File: src/rtl/psec5_pkg.sv
// Shared types and constants for the PSEC5 readout sequencer.
package psec5_pkg;

    // Sequencer states
    typedef enum logic [2:0] {
        RO_IDLE  = 3'd0,
        RO_ARB   = 3'd1,
        RO_LOAD  = 3'd2,
        RO_SHIFT = 3'd3,
        RO_ACK   = 3'd4,
        RO_FIN   = 3'd5
    } ro_state_t;

    // Width of one channel counter snapshot {6'b0, CE, CD, CC, CB, CA}
    localparam int PSEC5_SNAP_W = 56;

    // Channel-ID field width: at least one bit even for a single channel
    function automatic int chid_width(input int n);
        return ($clog2(n) < 1) ? 1 : $clog2(n);
    endfunction

endpackage

File: src/rtl/psec5_rr_arbiter.sv
// Round-robin first-set search: returns the first pending channel at or
// above rr_ptr, wrapping modulo NUM_CH. Purely combinational.
module psec5_rr_arbiter
    import psec5_pkg::*;
#(
    parameter int NUM_CH = 4,
    parameter int CHID_W = 2
) (
    input  logic [NUM_CH-1:0] pending,
    input  logic [CHID_W-1:0] rr_ptr,
    output logic [CHID_W-1:0] sel,
    output logic              any
);

    logic [NUM_CH-1:0] rot_s;
    logic [CHID_W-1:0] off_s;

    // (base + off) mod NUM_CH as a channel index
    function automatic logic [CHID_W-1:0] wrap_add(input logic [CHID_W-1:0] base, input int off);
        int sum;
        sum = (int'(base) + off) % NUM_CH;
        return CHID_W'(sum);
    endfunction

    // Rotate pending so that bit 0 corresponds to the channel at rr_ptr
    always_comb begin
        rot_s = {NUM_CH{1'b0}};
        for (int k = 0; k < NUM_CH; k++) begin
            rot_s[k] = pending[wrap_add(rr_ptr, k)];
        end
    end

    // Lowest set bit of the rotated vector (scan high to low, last hit wins)
    always_comb begin
        off_s = {CHID_W{1'b0}};
        for (int k = NUM_CH - 1; k >= 0; k--) begin
            off_s = rot_s[k] ? CHID_W'(k) : off_s;
        end
    end

    assign sel = wrap_add(rr_ptr, int'(off_s));
    assign any = |pending;

endmodule

File: src/rtl/psec5_readout_sequencer.sv
// PSEC5 readout sequencer: freezes the set of valid channels on a readout
// request, grants them round-robin and shifts {chid, snapshot} out MSB-first,
// acknowledging each channel once its frame is complete.
// Optional build macro PSEC5_RO_PARITY_EN appends an even-parity bit to
// every frame.
module psec5_readout_sequencer
    import psec5_pkg::*;
#(
    parameter int NUM_CH = 4,
    parameter int DATA_W = PSEC5_SNAP_W,
    parameter int CHID_W = ($clog2(NUM_CH) < 1 ? 1 : $clog2(NUM_CH))
) (
    input  logic                     SPI_CLK,
    input  logic                     RSTB,
    input  logic                     READOUT_REQ,
    input  logic                     ABORT,
    input  logic [NUM_CH-1:0]        CH_VALID,
    input  logic [NUM_CH*DATA_W-1:0] CH_DATA,
    output logic [NUM_CH-1:0]        CH_ACK,
    output logic                     SDO,
    output logic                     SDO_FRAME,
    output logic                     BUSY,
    output logic                     DONE
);

    localparam int FRAME_LEN = CHID_W + DATA_W;
`ifdef PSEC5_RO_PARITY_EN
    localparam int SR_W = FRAME_LEN + 1;
`else
    localparam int SR_W = FRAME_LEN;
`endif
    localparam int                CNT_W     = $clog2(SR_W);
    localparam logic [CNT_W-1:0]  CNT_LAST  = CNT_W'(SR_W - 1);
    localparam logic [CNT_W-1:0]  CNT_ZERO  = {CNT_W{1'b0}};
    localparam logic [CNT_W-1:0]  CNT_ONE   = CNT_W'(1);
    localparam logic [NUM_CH-1:0] ACK_ONE   = NUM_CH'(1);
    localparam logic [NUM_CH-1:0] CH_NONE   = {NUM_CH{1'b0}};
    localparam logic [CHID_W-1:0] CH_LAST   = CHID_W'(NUM_CH - 1);
    localparam logic [CHID_W-1:0] CH_ZERO   = {CHID_W{1'b0}};
    localparam logic [CHID_W-1:0] CH_ONE    = CHID_W'(1);

    // Even parity over a complete frame (chid + data)
    function automatic logic even_parity(input logic [FRAME_LEN-1:0] word);
        return ^word;
    endfunction

    // Next channel index after c, wrapping to 0
    function automatic logic [CHID_W-1:0] next_ch(input logic [CHID_W-1:0] c);
        return (c == CH_LAST) ? CH_ZERO : (c + CH_ONE);
    endfunction

    ro_state_t          state_r;
    ro_state_t          state_next_s;
    ro_state_t          norm_next_s;
    logic               abort_s;

    logic [NUM_CH-1:0]  pending_r;
    logic [CHID_W-1:0]  rr_ptr_r;
    logic [CHID_W-1:0]  sel_r;
    logic [CHID_W-1:0]  arb_sel_s;
    logic               arb_any_s;
    logic [CNT_W-1:0]   cnt_r;
    logic [SR_W-1:0]    shift_r;

    logic [DATA_W-1:0]    data_sel_s;
    logic [FRAME_LEN-1:0] frame_word_s;
    logic [SR_W-1:0]      load_word_s;

    logic               sdo_r;
    logic               frame_r;
    logic [NUM_CH-1:0]  ack_r;
    logic               busy_r;
    logic               done_r;

    psec5_rr_arbiter #(
        .NUM_CH (NUM_CH),
        .CHID_W (CHID_W)
    ) u_arb (
        .pending (pending_r),
        .rr_ptr  (rr_ptr_r),
        .sel     (arb_sel_s),
        .any     (arb_any_s)
    );

    // Pick the granted channel's snapshot out of the flat data bus
    always_comb begin
        data_sel_s = {DATA_W{1'b0}};
        for (int i = 0; i < NUM_CH; i++) begin
            data_sel_s = (sel_r == CHID_W'(i)) ? CH_DATA[i*DATA_W +: DATA_W] : data_sel_s;
        end
    end

    // Assemble the word loaded into the shift register
    always_comb begin
        frame_word_s = {sel_r, data_sel_s};
`ifdef PSEC5_RO_PARITY_EN
        load_word_s  = {frame_word_s, even_parity(frame_word_s)};
`else
        load_word_s  = frame_word_s;
`endif
    end

    // Next-state logic; ABORT overrides every transition outside IDLE
    always_comb begin
        abort_s     = ABORT && (state_r != RO_IDLE);
        norm_next_s = state_r;
        case (state_r)
            RO_IDLE:  norm_next_s = READOUT_REQ ? RO_ARB : RO_IDLE;
            RO_ARB:   norm_next_s = arb_any_s ? RO_LOAD : RO_FIN;
            RO_LOAD:  norm_next_s = RO_SHIFT;
            RO_SHIFT: norm_next_s = (cnt_r == CNT_ZERO) ? RO_ACK : RO_SHIFT;
            RO_ACK:   norm_next_s = RO_ARB;
            RO_FIN:   norm_next_s = RO_IDLE;
            default:  norm_next_s = RO_IDLE;
        endcase
        state_next_s = abort_s ? RO_IDLE : norm_next_s;
    end

    // State register
    always_ff @(posedge SPI_CLK or negedge RSTB) begin
        if (!RSTB) begin
            state_r <= RO_IDLE;
        end else begin
            state_r <= state_next_s;
        end
    end

    // Datapath and registered outputs, driven by the state being left
    always_ff @(posedge SPI_CLK or negedge RSTB) begin
        if (!RSTB) begin
            pending_r <= CH_NONE;
            rr_ptr_r  <= CH_ZERO;
            sel_r     <= CH_ZERO;
            cnt_r     <= CNT_ZERO;
            shift_r   <= {SR_W{1'b0}};
            sdo_r     <= 1'b0;
            frame_r   <= 1'b0;
            ack_r     <= CH_NONE;
            busy_r    <= 1'b0;
            done_r    <= 1'b0;
        end else if (abort_s) begin
            // Drop the pass; rr_ptr keeps the last completed grant
            pending_r <= CH_NONE;
            cnt_r     <= CNT_ZERO;
            shift_r   <= {SR_W{1'b0}};
            sdo_r     <= 1'b0;
            frame_r   <= 1'b0;
            ack_r     <= CH_NONE;
            busy_r    <= 1'b0;
            done_r    <= 1'b0;
        end else begin
            sdo_r   <= 1'b0;
            frame_r <= 1'b0;
            ack_r   <= CH_NONE;
            done_r  <= 1'b0;
            busy_r  <= (state_next_s != RO_IDLE);
            case (state_r)
                RO_IDLE: begin
                    // Freeze the channel set for this pass
                    if (READOUT_REQ) begin
                        pending_r <= CH_VALID;
                    end
                end
                RO_ARB: begin
                    sel_r <= arb_sel_s;
                end
                RO_LOAD: begin
                    shift_r <= load_word_s;
                    cnt_r   <= CNT_LAST;
                end
                RO_SHIFT: begin
                    sdo_r   <= shift_r[SR_W-1];
                    frame_r <= 1'b1;
                    shift_r <= {shift_r[SR_W-2:0], 1'b0};
                    cnt_r   <= (cnt_r == CNT_ZERO) ? CNT_ZERO : (cnt_r - CNT_ONE);
                end
                RO_ACK: begin
                    ack_r            <= ACK_ONE << sel_r;
                    pending_r[sel_r] <= 1'b0;
                    rr_ptr_r         <= next_ch(sel_r);
                end
                RO_FIN: begin
                    done_r <= 1'b1;
                end
                default: begin
                    pending_r <= CH_NONE;
                end
            endcase
        end
    end

    assign CH_ACK    = ack_r;
    assign SDO       = sdo_r;
    assign SDO_FRAME = frame_r;
    assign BUSY      = busy_r;
    assign DONE      = done_r;

endmodule

File: config.mk
export PLATFORM = sky130hd
export DESIGN_NAME = psec5_readout_sequencer
export DESIGN_NICKNAME = d
export VERILOG_FILES = /design/src/rtl/psec5_pkg.sv /design/src/rtl/psec5_rr_arbiter.sv /design/src/rtl/psec5_readout_sequencer.sv
export SDC_FILE = /design/constraint.sdc
export NUM_CORES = 1
export LEC_CHECK = 0
export ABC_AREA = 0
export BUFFER_PORTS_ARGS = -buffer_cell sky130_fd_sc_hd__buf_2
export CELL_PAD_IN_SITES_DETAIL_PLACEMENT = 0
export CELL_PAD_IN_SITES_GLOBAL_PLACEMENT = 1
export CORE_MARGIN = 5
export CORE_UTILIZATION = 34
export CTS_BUF_LIST = sky130_fd_sc_hd__clkbuf_4 sky130_fd_sc_hd__clkbuf_8
export DETAILED_ROUTE_END_ITERATION = 8
export PLACE_DENSITY_LB_ADDON = 0.1
export SYNTH_ARGS = -nofsm -noshare
export SYNTH_HDL_FRONTEND = slang
export SYNTH_SLANG_ARGS = --single-unit
File: constraint.sdc
create_clock -name SPI_CLK -period 1.98 [get_ports SPI_CLK]
set_clock_uncertainty 0.15 [all_clocks]
set_input_delay 0.396 -clock SPI_CLK [delete_from_list [all_inputs] [get_ports SPI_CLK]]
set_output_delay 0.396 -clock SPI_CLK [all_outputs]
set_load 0.005 [all_outputs]
==> summary.txt <==
Run status
  – Outcome: complete, but fails checks
  – Failing checks: setup timing

Worst setup path
  – Crit path from: sel_r[0]
  – R2r worst-path depth: 8
  – Worst flop-to-flop path endpoint: shift_r[53]
  – Reg2reg setup slack: -40 ps
  – Worst r2r src: sel_r[0]
  – Critical Path RT: 2130 ps
  – Max FO, Critical Path: 7
  – Crit end category: register
  – Startpoint types: register
  – CP arrival: 2170 ps
  – Worst Setup EP: shift_r[53]
  – Setup CP Type: register to register

Pwr
  – Final Power: 14000 uW
  – Leakage power: 0.00381 uW
  – Max VDD drop: 0.827 mV
  – PwrDens: 1640 nW/um^2

Die
  – Die height: 143 um
  – Core area: 17400 um^2
  – Die X: 143 um
  – Starting Density: 34.7%
  – Row cnt: 48
  – I/O pin cnt: 240
  – Die area: 20500 um^2

Global route
  – Remaining Overflow, GRT: 0
  – Largest net degree at the start of global routing: 73
  – First-pass GRT wire length: 32000 um
  – Vias in the first global route: 6542
  – Initial antenna violation count: 3
  – Global-route usage over all layers: 19.4%

Yosys
  – Yosys top cell area share: 34.5%
  – Post-Syn Area per Cell: 9.62 um^2
  – Yosys top cell by area: dfrtp_1
  – Syn Inst Count: 626
  – Ys Warns: 0
  – Synth Register Bits: 83
  – Post-Syn Nets: 864
  – Synth unique cells: 43
  – Area contributors post-synth: dfrtp_1 34%, a221oi_2 12%, a32o_1 9.0%, o311ai_1 7.1%, nor2b_1 6.2%
  – Register area share after synthesis: 34.5%
  – Synthesized area: 6020 um^2

Cells and area
  – Layout Utilization: 49.4%
  – Most common cell after layout, fill and taps aside: buf_2
  – P&R area growth vs syn: 42.4%
  – Final instance area: 8580 um^2
  – Final net count: 1103
  – Layout cells sized above 1: 48.4%
  – Most frequent cells in the layout: 238 x buf_2, 83 x nand2_1, 79 x dfrtp_1, 56 x nand2b_1, 52 x nor2b_1
  – Finished Layout Cells: 1098

Drt
  – Via density: 5.57
  – Residual DRC: 0
  – Final ANT Viol Nets: 0
  – DR pass1 iterations: 4
  – Initial DRC Count: 245
  – Detailed Route WL: 21700 um
  – DR vias: 6111
  – Routed WL per cell: 19.8 um

Timing
  – Hold Vio Cnt, Final: 0
  – Slew HR: 64.9%
  – Worst slew pin tran: 526 ps
  – Crit path time final: 2020 ps
  – Peak Freq: 494 MHz
  – RSZ-0062 raised after global routing: true
  – Final setup viols: 7
  – Slew Limit Fails: 0
  – Setup ws final: -44.0 ps
  – Final Cycle Share: 102%

Clock network
  – H-tree depth: 3
  – Reg clk slew, reported paths: 90 ps
  – TritonCTS Buffers: 9
  – Clock Tree Buf Depth: 2
  – TritonCTS clock tree: yes
  – Clock Latency Late Sink: 360 ps
  – CTS Root Cell: clkbuf_8
  – Clock sinks: 83

Flow run
  – # Max-Cap Violations: 0

Placement
  – Placed cell area: 7610 um^2
  – Placer Congestion: 0.804
  – DP Worst Slack: -184 ps
  – Dpl cells: 1063
  – Number of port buffers: 239
  – Detailed Place HPWL: 14700 um

Hold path
  – Hold Crit Class: input port to register
  – HP Start: CH_VALID[0]
## sequential cells by signal, indices dropped and copies added, names as in the netlist
signal	cells
shift_r	58
cnt_r	6
CH_ACK	4
pending_r	4
state_r	3
rr_ptr_r	2
sel_r	2
BUSY	1
DONE	1
SDO	1
SDO_FRAME	1
## timing repair
| item | CTS | global route |
|---|---|---|
| pin swaps | 45 | 73 |
| setup endpoints to repair | 52 | 59 |
| hold buffers | 1 | 0 |
| gates cloned | 2 | 5 |
| resized for setup | 23 | 62 |
| hold endpoints to repair | 34 | 0 |
| buffers inserted | 1 | 7 |
## through the flow
step	setup TNS, ps	hold WS, ps
3_5_place_dp	-2920	265
4_1_cts	-668	41.9
3_3_place_gp	-211	261
6_report	-109	70.1
5_1_grt	-2850	70.5
2_1_floorplan	0	-49.6
## worst min path at each step
| stage | to | slack, ps | cells past startpoint |
|---|---|---|---|
| 5_1_grt | pending_r[3] | 70 | 3 |
| 4_1_cts | pending_r[0] | 40 | 3 |
| 3_5_place_dp | pending_r[3] | 270 | 1 |
| 6_report | pending_r[0] | 70 | 3 |
| 3_3_place_gp | CH_ACK[3] | 260 | 1 |
| 2_1_floorplan | BUSY | -50 | 0 |
## kinds of logic after synthesis
| kind of cell | count (synthesis) | share of synthesized area [%] |
|---|---|---|
| buffers and inverters | 80 | 7.75 |
| AO/OA/AOI/OAI | 212 | 34.9 |
| XOR/XNOR | 2 | 0.291 |
| adder cells (fa/ha/maj) | 6 | 1.25 |
| AND/OR/NAND/NOR | 240 | 20.8 |
| multiplexers | 3 | 0.519 |
| flip-flops | 83 | 34.5 |
## Yosys cell counts, drive strengths merged
| cell | n |
|---|---|
| a31oi | 2 |
| a221oi | 56 |
| a311oi | 1 |
| buf | 37 |
| and3b | 1 |
| a32o | 54 |
| dfrtp | 83 |
| a2bb2oi | 2 |
| o31ai | 3 |
| a21o | 1 |
| inv | 12 |
| clkbuf | 31 |
| o21ai | 22 |
| nor2 | 17 |
| mux2i | 2 |
| a22oi | 2 |
| nor3 | 8 |
| ha | 6 |
| nand2 | 84 |
| and3 | 6 |
| a32oi | 1 |
| o311ai | 54 |
| a21oi | 11 |
| mux2 | 1 |
| and2 | 4 |
| nand2b | 56 |
| o32ai | 2 |
| o22ai | 1 |
| xor2 | 1 |
| nor3b | 2 |
| or2 | 1 |
| nor2b | 61 |
| xnor2 | 1 |
## power by group
group	leakage [uW]	switching (uW)	total [uW]	internal (uW)
Clock	0.000124	638	1540	902
Sequential	0.00112	475	2910	2440
Combinational	0.00256	4880	9590	4720
## layer usage
layer / up-vias / track usage, % / part of all wire (%)
met5: - / 0 / 0.060
met4: 2 / 7.10 / 1.9
met3: 31 / 3.95 / 6.1
li1: 2886 / - / -
met2: 200 / 34.4 / 51
met1: 2992 / 23.2 / 41
## critical path: stages (launching register included)
cell and delay [ps]:
dfrtp_1 420, buf_6 130, ha_4 170, nor2b_4 160, buf_6 150, clkbuf_16 180, a221oi_2 70, o311ai_1 300
a32o_2 230
## cell type report
type	instances	area, um^2
sequential	83	2080
timing repair buffer	296	1960
antenna	3	7.51
tap	225	282
clock buffer	12	153
multi-input combinational	463	3950
fill	1658	8780
clock inverter	4	97.6
inverter	12	45.0
No activity file was read; power rests on OpenSTA's default activity.
